<file path="config.mk">
export PLATFORM = sky130hd
export DESIGN_NAME = acq_round_sched_flat
export DESIGN_NICKNAME = d
export VERILOG_FILES = /design/src/rtl/acq_sched_pkg.sv /design/src/rtl/acq_round_sched_if.sv /design/src/rtl/acq_timeout_cnt.sv /design/src/rtl/acq_round_sched.sv /design/src/flat_wrapper.sv
export SDC_FILE = /design/constraint.sdc
export NUM_CORES = 1
export LEC_CHECK = 0
export CAP_MARGIN = 15
export CORE_MARGIN = 3
export CORE_UTILIZATION = 55
export DETAILED_ROUTE_END_ITERATION = 12
export HOLD_SLACK_MARGIN = 0.05
export PLACE_DENSITY = 0.94
export SYNTH_ARGS = -nofsm -noshare
export SYNTH_HDL_FRONTEND = slang
export SYNTH_HIERARCHICAL = 1
export SYNTH_SLANG_ARGS = --single-unit
</file>
<file path="constraint.sdc">
create_clock -name Clk -period 4.9 [get_ports Clk]
set_input_delay 0.735 -clock Clk [delete_from_list [all_inputs] [get_ports Clk]]
set_output_delay 0.735 -clock Clk [all_outputs]
set_load 0.005 [all_outputs]
</file>
<file path="src/rtl/acq_sched_pkg.sv">
// Shared definitions for the acquisition round scheduler: one-hot state
// encoding and the sample size in bytes used for DDR address stepping.
package acq_sched_pkg;

  localparam int BYTES_PER_SAMPLE = 2;

  typedef enum logic [6:0] {
    ST_IDLE      = 7'b000_0001,
    ST_ARM       = 7'b000_0010,
    ST_WAIT_TRIG = 7'b000_0100,
    ST_CAPTURE   = 7'b000_1000,
    ST_REQ       = 7'b001_0000,
    ST_WAIT_DONE = 7'b010_0000,
    ST_FINISH    = 7'b100_0000
  } state_t;

endpackage

</file>
<file path="src/rtl/acq_round_sched_if.sv">
// Burst request channel between the round scheduler (master) and the DDR
// writer (slave).
interface acq_round_sched_if #(
  parameter int ADDR_W = 32,
  parameter int CNT_W  = 16
);

  logic              Wr_Req;
  logic [ADDR_W-1:0] Wr_Addr;
  logic [CNT_W-1:0]  Wr_Len;
  logic              Wr_Ack;
  logic              Wr_Done;

  modport master (output Wr_Req, Wr_Addr, Wr_Len, input Wr_Ack, Wr_Done);
  modport slave  (input Wr_Req, Wr_Addr, Wr_Len, output Wr_Ack, Wr_Done);

endinterface

</file>
<file path="src/rtl/acq_timeout_cnt.sv">
// Trigger-wait watchdog: counts enabled cycles and flags the cycle in which
// the limit is reached; a zero limit never expires.
module acq_timeout_cnt (
  input  logic        Clk,
  input  logic        Rst_n,
  input  logic        clear,
  input  logic        enable,
  input  logic [31:0] limit,
  output logic        expired
);

  logic [31:0] count;

  always_ff @(posedge Clk or negedge Rst_n) begin
    if (!Rst_n)      count <= 32'd0;
    else if (clear)  count <= 32'd0;
    else if (enable) count <= count + 32'd1;
  end

  // Flagged one cycle early so the state change lands exactly limit cycles after entry
  assign expired = enable && (limit != 32'd0) && (count == limit - 32'd1);

endmodule

</file>
<file path="src/rtl/acq_round_sched.sv">
// Multi-round acquisition scheduler: arms the trigger detector, counts samples,
// requests one DDR burst per round. Define ACQ_TIMEOUT_EN for the trigger-wait timeout.
module acq_round_sched
  import acq_sched_pkg::*;
#(
  parameter int ADDR_W = 32,
  parameter int CNT_W  = 16
) (
  input  logic              Clk,
  input  logic              Rst_n,
  input  logic              Cfg_Enable,
  input  logic [CNT_W-1:0]  Cfg_Round_Num,
  input  logic [CNT_W-1:0]  Cfg_Samples,
  input  logic [ADDR_W-1:0] Cfg_Base_Addr,
  input  logic [31:0]       Cfg_Timeout,
  input  logic              ADC_Conv_Done,
  input  logic              DDR_WR_Start,
  output logic              Start_Round_Acq,
  acq_round_sched_if.master wr,
  output logic [CNT_W-1:0]  Round_Cnt,
  output logic              Busy,
  output logic              Job_Done,
  output logic              Timeout_Err
);

  state_t            state;
  logic              en_q;
  logic              en_rise;
  logic              abort_q;
  logic [CNT_W-1:0]  rounds_q;
  logic [CNT_W-1:0]  samples_q;
  logic [CNT_W-1:0]  smp_cnt;
  logic [CNT_W-1:0]  round_nxt;
  logic [CNT_W-1:0]  rounds_eff;
  logic [CNT_W-1:0]  samples_eff;
  logic [ADDR_W-1:0] addr_step;
  logic              timeout_hit;

  assign en_rise     = Cfg_Enable & ~en_q;
  assign rounds_eff  = (Cfg_Round_Num == '0) ? CNT_W'(1) : Cfg_Round_Num;
  assign samples_eff = (Cfg_Samples == '0) ? CNT_W'(1) : Cfg_Samples;
  assign round_nxt   = Round_Cnt + CNT_W'(1);
  assign addr_step   = ADDR_W'(samples_q) * ADDR_W'(BYTES_PER_SAMPLE);
  assign Busy        = (state != ST_IDLE);

`ifdef ACQ_TIMEOUT_EN
  logic [31:0] timeout_q;
  logic        err_q;

  acq_timeout_cnt u_timeout (
    .Clk     (Clk),
    .Rst_n   (Rst_n),
    .clear   (state != ST_WAIT_TRIG),
    .enable  (state == ST_WAIT_TRIG),
    .limit   (timeout_q),
    .expired (timeout_hit)
  );

  always_ff @(posedge Clk or negedge Rst_n) begin
    if (!Rst_n) begin
      timeout_q <= 32'd0;
      err_q     <= 1'b0;
    end else if (state == ST_IDLE && en_rise) begin
      timeout_q <= Cfg_Timeout;
      err_q     <= 1'b0;
    end else if (state == ST_WAIT_TRIG && Cfg_Enable && !DDR_WR_Start && timeout_hit) begin
      err_q     <= 1'b1;
    end
  end

  assign Timeout_Err = err_q;
`else
  logic unused_timeout;
  assign unused_timeout = ^Cfg_Timeout;
  assign timeout_hit    = 1'b0;
  assign Timeout_Err    = 1'b0;
`endif

  // Pulse outputs default low every cycle and are raised on entry to ARM / FINISH.
  always_ff @(posedge Clk or negedge Rst_n) begin
    if (!Rst_n) begin
      state           <= ST_IDLE;
      en_q            <= 1'b0;
      abort_q         <= 1'b0;
      rounds_q        <= '0;
      samples_q       <= '0;
      smp_cnt         <= '0;
      Round_Cnt       <= '0;
      Start_Round_Acq <= 1'b0;
      Job_Done        <= 1'b0;
      wr.Wr_Req       <= 1'b0;
      wr.Wr_Addr      <= '0;
      wr.Wr_Len       <= '0;
    end else begin
      en_q            <= Cfg_Enable;
      Start_Round_Acq <= 1'b0;
      Job_Done        <= 1'b0;
      case (state)
        ST_IDLE: begin
          abort_q <= 1'b0;
          if (en_rise) begin
            rounds_q        <= rounds_eff;
            samples_q       <= samples_eff;
            wr.Wr_Len       <= samples_eff;
            wr.Wr_Addr      <= Cfg_Base_Addr;
            Round_Cnt       <= '0;
            Start_Round_Acq <= 1'b1;
            state           <= ST_ARM;
          end
        end
        ST_ARM: state <= Cfg_Enable ? ST_WAIT_TRIG : ST_IDLE;
        ST_WAIT_TRIG: begin
          if (!Cfg_Enable) begin
            state <= ST_IDLE;
          end else if (DDR_WR_Start) begin
            smp_cnt <= ADC_Conv_Done ? CNT_W'(1) : CNT_W'(0);
            state   <= ST_CAPTURE;
          end else if (timeout_hit) begin
            Job_Done <= 1'b1;
            state    <= ST_FINISH;
          end
        end
        ST_CAPTURE: begin
          if (!Cfg_Enable) begin
            state <= ST_IDLE;
          end else if (smp_cnt == samples_q) begin
            wr.Wr_Req <= 1'b1;
            state     <= ST_REQ;
          end else if (ADC_Conv_Done) begin
            smp_cnt <= smp_cnt + CNT_W'(1);
            if (smp_cnt + CNT_W'(1) == samples_q) begin
              wr.Wr_Req <= 1'b1;
              state     <= ST_REQ;
            end
          end
        end
        // An abort here is only remembered; the burst must finish before IDLE.
        ST_REQ, ST_WAIT_DONE: begin
          if (!Cfg_Enable) abort_q <= 1'b1;
          if (state == ST_REQ && wr.Wr_Ack) begin
            wr.Wr_Req <= 1'b0;
            state     <= ST_WAIT_DONE;
          end
          if (wr.Wr_Done && (state == ST_WAIT_DONE || wr.Wr_Ack)) begin
            Round_Cnt  <= round_nxt;
            wr.Wr_Addr <= wr.Wr_Addr + addr_step;
            if (abort_q || !Cfg_Enable) begin
              state <= ST_IDLE;
            end else if (round_nxt == rounds_q) begin
              Job_Done <= 1'b1;
              state    <= ST_FINISH;
            end else begin
              Start_Round_Acq <= 1'b1;
              state           <= ST_ARM;
            end
          end
        end
        ST_FINISH: state <= ST_IDLE;
        default:   state <= ST_IDLE;
      endcase
    end
  end

endmodule

</file>
<file path="src/flat_wrapper.sv">
// flat-port wrapper written by rule: the top's interface ports become plain ports
module acq_round_sched_flat import acq_sched_pkg::*;
#(
  parameter int ADDR_W = 32,
  parameter int CNT_W  = 16
)
  (Clk, Rst_n, Cfg_Enable, Cfg_Round_Num, Cfg_Samples, Cfg_Base_Addr, Cfg_Timeout, ADC_Conv_Done, DDR_WR_Start, Start_Round_Acq, Round_Cnt, Busy, Job_Done, Timeout_Err, wr_Wr_Req, wr_Wr_Addr, wr_Wr_Len, wr_Wr_Ack, wr_Wr_Done);
  acq_round_sched_if #(.ADDR_W(ADDR_W), .CNT_W(CNT_W)) wr_i ();
  input  logic Clk;
  input  logic Rst_n;
  input  logic Cfg_Enable;
  input  logic [CNT_W-1:0] Cfg_Round_Num;
  input  logic [CNT_W-1:0] Cfg_Samples;
  input  logic [ADDR_W-1:0] Cfg_Base_Addr;
  input  logic [31:0] Cfg_Timeout;
  input  logic ADC_Conv_Done;
  input  logic DDR_WR_Start;
  output logic Start_Round_Acq;
  output logic [CNT_W-1:0] Round_Cnt;
  output logic Busy;
  output logic Job_Done;
  output logic Timeout_Err;
  output wire logic [$bits(wr_i.Wr_Req)-1:0] wr_Wr_Req;
  output wire logic [$bits(wr_i.Wr_Addr)-1:0] wr_Wr_Addr;
  output wire logic [$bits(wr_i.Wr_Len)-1:0] wr_Wr_Len;
  input wire logic [$bits(wr_i.Wr_Ack)-1:0] wr_Wr_Ack;
  input wire logic [$bits(wr_i.Wr_Done)-1:0] wr_Wr_Done;
  assign wr_Wr_Req = wr_i.Wr_Req;
  assign wr_Wr_Addr = wr_i.Wr_Addr;
  assign wr_Wr_Len = wr_i.Wr_Len;
  assign wr_i.Wr_Ack = wr_Wr_Ack;
  assign wr_i.Wr_Done = wr_Wr_Done;
  acq_round_sched #(.ADDR_W(ADDR_W), .CNT_W(CNT_W)) u_core (.Clk(Clk), .Rst_n(Rst_n), .Cfg_Enable(Cfg_Enable), .Cfg_Round_Num(Cfg_Round_Num), .Cfg_Samples(Cfg_Samples), .Cfg_Base_Addr(Cfg_Base_Addr), .Cfg_Timeout(Cfg_Timeout), .ADC_Conv_Done(ADC_Conv_Done), .DDR_WR_Start(DDR_WR_Start), .Start_Round_Acq(Start_Round_Acq), .wr(wr_i), .Round_Cnt(Round_Cnt), .Busy(Busy), .Job_Done(Job_Done), .Timeout_Err(Timeout_Err));
endmodule
</file>
==> flow_metrics.tcl, run 1 <==
set metrics [dict create \
    outcome "complete, no violations" \
    max_stage_delay_ns 0.74 \
    wl_per_cell_um 18.7 \
    num_vias 7256 \
    cts_buffers 9 \
    seqCellArea_mm2 0.00270 \
    grt_max_degree 56 \
    synth_top_family_by_area "simple AND/OR/NAND/NOR gates" \
    grt_overflow 0 \
    crit_type "in2reg" \
    drc_errors 0 \
    powerDensity_mw_per_mm2 517 \
    cts_setup_buffers 0 \
    holdWs_ns 0.418 \
    cts_sinks 108 \
    seqPwrFrac_pct 34.1 \
    fp.dieH_um 120 \
    cellLeakagePower_nw 3.79 \
    ys_async_sr_fraction_pct 100 \
    ys_seq_area_share_pct 37.7 \
    synth_nets 986 \
    synth_area_leader_cell "dfrtp_1" \
    final_hold_viol_count 0 \
    grtUsageTotal_pct 29.5 \
    grt_pass1_wl_mm 34.3 \
    nNetsFinal 1092 \
    clk_pin_slew_worst_paths_ns 0.07 \
    p_sw_share_pct 42.3 \
    comb_power_share_pct 50.8 \
    cts_root_buffer "clkbuf_16" \
    p_int_mw 2.65 \
    initial_core_util_pct 56.6 \
    ys_top_cells_by_area "dfrtp_1, nand2_1, o21ai_0, xor2_1, ha_1" \
    synth_area_per_cell_um2 8.31 \
    h-tree-depth 3 \
    rsz0062_at_grt "false" \
    max_cap_violations 0 \
    ios 172 \
    ant_nets 0 \
    final.setup_skew_ns 0.00989 \
    fillers 992 \
    power_mw 4.60 \
    vdd_ir_drop_max_mv 0.244 \
    synth.most_common_cell "nand2_1" \
    antenna_found_initial 0 \
    cp_cell_sequence "clkdlybuf4s50_1 > inv_1 > o41ai_1 > o31a_2 > nand2_2 > a21oi_1 > nor3_1 > nor3b_1" \
    yosysWarnings 6 \
    synth_xor_area_share_pct 6.84 \
    use_met2_pct 48.9 \
    synth-seq-cells 108 \
    coreArea_mm2 0.0127 \
    syn2layout_area_growth_pct 23.9 \
    r2r-start "u_core/state[1]" \
    period_needed_ns 3.50 \
    tightest_slew_ns 1.02 \
    wl_mm 21.4 \
    slowest_stage "o31a_2" \
    clock.fmax_mhz 286 \
    die_area_mm2 0.0145 \
    syn_area_mm2 0.00718 \
    post-route-period-util_pct 71.4 \
    ctsResizeCount 0 \
    finalMaxSlewViolations 0 \
    finish.instance_area_mm2 0.00889 \
    numPortBuffers 138 \
    cp-start-kind "input pin" \
    dp_hpwl_mm 15.2 \
    arrival_ns 3.76 \
    cp-end-kind "flop" \
    cp_top_family "compound AO/OA/AOI/OAI gates" \
    drtIter0Drc 827 \
    synth.mux.area_fraction_pct 0.732 \
    clockPowerShare_pct 15.1 \
    gr-max-usage-layer "met2" \
    netlist_instances 864 \
    grt_pass1_vias 6957 \
    hold_class "in2async" \
    multi_input_area_mm2 0.00421 \
    required_ns 5.16 \
    power_switching_mw 1.94 \
    synth_cell_types 73 \
    dpl_cell_area_mm2 0.00862 \
    crit_fanout 33 \
    gr-usage-met1_pct 37.0 \
    rows 41 \
    antenna_cells 0 \
    ys_top_cells_by_count "nand2_1, dfrtp_1, o21ai_0" \
    startpoint "wr_Wr_Done" \
    cts_tree "built" \
    drt-vias-per-instance 6.33 \
    worstPathBufferInverterCount 2 \
    dr.pass1.iters 6 \
    synth-simple-area-share_pct 27.1 \
    synthFlopType "dfrtp_1" \
    synth_edf_count 0 \
    relSlewSlack_pct 32.2 \
    setup-violations-final 0 \
    synthAdderAreaFrac_pct 3.56 \
    drive_gt1_share_pct 4.72 \
    synth_compound_area_share_pct 20.2 \
    insertion_delay_ns 0.36 \
    die_w_um 120 \
    cts_hold_buf 0 \
    gp_congestion 0.961 \
    finalSetupTns_ns 0 \
    synth_top_area_share_pct 37.3 \
    met3_usage_pct 6.17 \
    cts_buffer_depth 2 \
]
[cells in the final DEF (no fill, tap or decap), drive strengths merged, types with 10 or more instances in the layout]
| cell type | synthesis | routed |
|---|---|---|
| nand2 | 178 | 178 |
| o211ai | 17 | 17 |
| nand4 | 17 | 17 |
| clkdlybuf4s50 | 0 | 137 |
| nor4 | 12 | 12 |
| a21o | 11 | 11 |
| o21ai | 59 | 59 |
| and2 | 10 | 10 |
| nand3 | 36 | 36 |
| nor2 | 53 | 53 |
| a31oi | 14 | 14 |
| a21oi | 40 | 40 |
| and3 | 24 | 24 |
| nor3 | 18 | 18 |
| xor2 | 32 | 32 |
| xnor2 | 24 | 24 |
| ha | 18 | 18 |
| dfrtp | 107 | 107 |
| inv | 13 | 13 |
| clkbuf | 30 | 13 |
| and4 | 10 | 10 |
[logic make-up after synthesis]
family / count (synthesis)
AND/OR/NAND/NOR: 394
AO/OA/AOI/OAI: 216
flip-flops: 108
buffers and inverters: 64
XOR/XNOR: 56
adder cells (fa/ha/maj): 20
multiplexers: 5
other: 1
[layout make-up]
| class | count | share of cell area [%] |
|---|---|---|
| Inverter | 13 | 0.549 |
| Multi-Input combinational cell | 692 | 47.4 |
| Sequential cell | 108 | 30.4 |
| Clock buffer | 13 | 2.93 |
| Timing Repair Buffer | 146 | 16.2 |
| Clock inverter | 2 | 0.113 |
| Tap cell | 172 | 2.42 |
[registers in the layout, summed over array words and instances (netlist names), 7 cells and up]
name	flops
u_core/Round_Cnt	16
u_core/rounds_q	16
u_core/smp_cnt	16
u_core/state	7
u_core/wr.Wr_Addr	32
u_core/wr.Wr_Len	16
[worst register-to-register path, delay by kind of cell (launching register included)]
kind	cells	cell delay [ns]
flops	1	0.40
compound gates	3	1.66
simple gates	4	1.11
[power groups by stage]
stage          Combinational (mW)  Clock (mW)  Sequential [mW]
6_report                     2.34       0.695             1.57
5_1_grt                      2.58       0.735             1.60
3_5_place_dp                 2.27           0             1.57
3_3_place_gp                 2.19           0             1.56
4_1_cts                      2.30       0.699             1.56
2_1_floorplan                1.45           0             1.46
[per-stage QoR]
step                util, %  cells  worst slack, ns
global route           70.1   1146             1.16
floorplan                 -    864             2.42
detailed placement     68.0   1131             1.09
finish                 70.1   1146             1.40
global placement       68.0   1131             1.28
CTS                    70.1   1146             1.46
[per-layer routing]
layer	share of wire, %	wire [um]	vias up
li1	-	-	3342
met2	48	10200	407
met3	9.0	1940	64
met1	40	8490	3443
met5	0	0	-
met4	3.7	794	0
[worst paths after layout]
kind,endpoint,slack (ns),cells past startpoint
worst max-delay path,u_core/state[0],1.40,8
worst min-delay path,u_core/wr.Wr_Addr[9],0.42,1
worst max register to register,u_core/state[0],1.64,7
worst min register to register,u_core/wr.Wr_Addr[0],0.48,2
max in group asynchronous,u_core/state[6],3.33,2
min in group Clk,u_core/wr.Wr_Addr[0],0.48,2
(Power assumes the default switching activity.)
==> run 2, diff against run 1 <==
- CORE_UTILIZATION: 55 -> 46
- PLACE_DENSITY: 0.94 -> 0.85
- clock period: 4.9 -> 2.9 ns (I/O delays scaled with it)
==> run 2 against run 1 <==
  * Global-route usage down 4.7 points
  * Critical endpoint is now u_core/wr.Wr_Addr[24]
  * Worst setup slack worse by 1.1 ns
  * Routed wire length down 0.20%
  * Hold slack worse by 0.23 ns
  * Register-to-register slack worse by 1.4 ns
  * Clock power up 81%
  * Power up 72%
  * Core utilization down 10 points
  * Clock-buffer cell count down 3
  * Sequential power up 64%
==> flow_metrics.tcl, run 2 (same netlist as run 1, synthesis figures left out) <==
set metrics [dict create \
    ios 172 \
    insertion_delay_ns 0.36 \
    antenna_cells 0 \
    cp-end-kind "flop" \
    slowest_stage "dfrtp_1" \
    worstPathBufferInverterCount 0 \
    grt_pass1_wl_mm 33.8 \
    max_stage_delay_ns 0.47 \
    top_register "u_core/wr.Wr_Addr" \
    required_ns 3.13 \
    gp_congestion 0.957 \
    final_hold_viol_count 0 \
    rr_worst_depth 8 \
    cts_sinks 108 \
    cts_tree "built" \
    finalMaxSlewViolations 0 \
    regToRegEndpoint "u_core/wr.Wr_Addr[24]" \
    wl_per_cell_um 17.7 \
    drt-vias-per-instance 5.90 \
    die_w_um 131 \
    cellLeakagePower_nw 3.90 \
    rsz0062_at_grt "false" \
    outcome "complete, no violations" \
    vdd_ir_drop_max_mv 0.368 \
    grt_overflow 0 \
    powerDensity_mw_per_mm2 866 \
    layoutNonFillerInstCount 1206 \
    final_common_cell "nand2_1" \
    drive_gt1_share_pct 6.93 \
    die_area_mm2 0.0171 \
    crit_top_cell "nand2_1" \
    grt_max_degree 69 \
    dpl_cell_area_mm2 0.00885 \
    post-route-period-util_pct 91.1 \
    dr.pass1.iters 6 \
    utilization_pct 60.0 \
    cp_cell_sequence "ha_1 > and3_1 > and4_1 > nand4_1 > nand2_1 > a41oi_1 > o311ai_0 > nand2_1" \
    finalSetupTns_ns 0 \
    cts_buffer_depth 2 \
    layout_common_cells "nand2_1, clkdlybuf4s50_1, dfrtp_1" \
    dp_hpwl_mm 15.7 \
    clk_pin_slew_worst_paths_ns 0.08 \
    setup-violations-final 0 \
    drc_errors 0 \
    numPortBuffers 138 \
    initial_core_util_pct 47.0 \
    wl_mm 21.4 \
    placed_cells 1190 \
    grtUsageTotal_pct 24.9 \
    crit_type "reg2reg" \
    cts_buffers 9 \
    tightest_slew_ns 0.914 \
    final.setup_skew_ns 0.00769 \
    coreArea_mm2 0.0153 \
    cp-start-kind "flop" \
    clock.fmax_mhz 378 \
    num_vias 7115 \
    rows 45 \
    largest_register_ff_count 32 \
    ant_nets 0 \
    relSlewSlack_pct 39.1 \
    syn2layout_area_growth_pct 27.5 \
    antenna_found_initial 0 \
    cp_top_family "simple AND/OR/NAND/NOR gates" \
    arrival_ns 2.87 \
    fp.dieH_um 131 \
    h-tree-depth 3 \
    finish.instance_area_mm2 0.00915 \
    period_needed_ns 2.64 \
    regToRegSetupSlack_ns 0.26 \
    holdWs_ns 0.186 \
    crit_fanout 7 \
    fillers 1337 \
    cts_hold_buf 0 \
    nNetsFinal 1112 \
    hold_class "in2async" \
    drtIter0Drc 660 \
    grt_pass1_vias 6712 \
    max_cap_violations 0 \
    r2r-start "u_core/wr.Wr_Len[12]" \
    cts_root_buffer "clkbuf_16" \
]
[run 2: cell types whose count changed in the layout (fill, tap and decap cells not counted), moves of 2 or more]
cell        previous run  this run
buf_12                 0         3
buf_4                  9        26
clkbuf_8               2         0
clkinvlp_4             0         4
[run 2: layout make-up]
type / instances / area, um^2 / share of cell area (%)
multi-input combinational: 692 / 4210 / 46.0
sequential: 108 / 2700 / 29.6
timing repair buffer: 166 / 1630 / 17.8
tap: 211 / 264 / 2.89
clock buffer: 10 / 229 / 2.50
clock inverter: 6 / 65.1 / 0.711
inverter: 13 / 48.8 / 0.533
[run 2: where the power goes]
part / switching (mW) / internal, mW / total [mW] / leakage, nW
combinational: 2.11 / 1.97 / 4.08 / 2.39
sequential: 0.593 / 1.99 / 2.58 / 1.38
clock: 0.594 / 0.670 / 1.26 / 0.131
[run 2: worst max-delay path by stage]
stage / cells past startpoint / start / end
after floorplan: 11 / u_core/wr.Wr_Len[0] / u_core/wr.Wr_Addr[19]
after detailed placement: 10 / u_core/wr.Wr_Len[0] / u_core/wr.Wr_Addr[21]
after global placement: 9 / wr_Wr_Done / u_core/state[0]
after CTS: 10 / u_core/wr.Wr_Len[0] / u_core/wr.Wr_Addr[21]
after global routing: 7 / u_core/wr.Wr_Len[11] / u_core/wr.Wr_Addr[26]
final: 8 / u_core/wr.Wr_Len[12] / u_core/wr.Wr_Addr[24]
[run 2: repair_timing]
action                     4_1_cts  5_1_grt
gates resized for setup          0        1
setup endpoints to repair        0        2
setup buffers                    0        0
[run 2: layer usage]
| metal | up-vias | global-route usage (%) | share of wire [%] |
|---|---|---|---|
| met4 | 0 | 8.83 | 2.4 |
| met3 | 41 | 5.08 | 8.0 |
| li1 | 3373 | - | - |
| met5 | - | 0 | 0 |
| met1 | 3405 | 31.6 | 42 |
| met2 | 296 | 42.1 | 48 |
[run 2: through the flow]
step	power (mW)	setup slack (ns)
final	7.92	0.257
after global routing	8.47	0.0936
after CTS	7.89	0.215
after detailed placement	6.59	0.239
after global placement	6.48	0.297
after floorplan	4.91	0.417
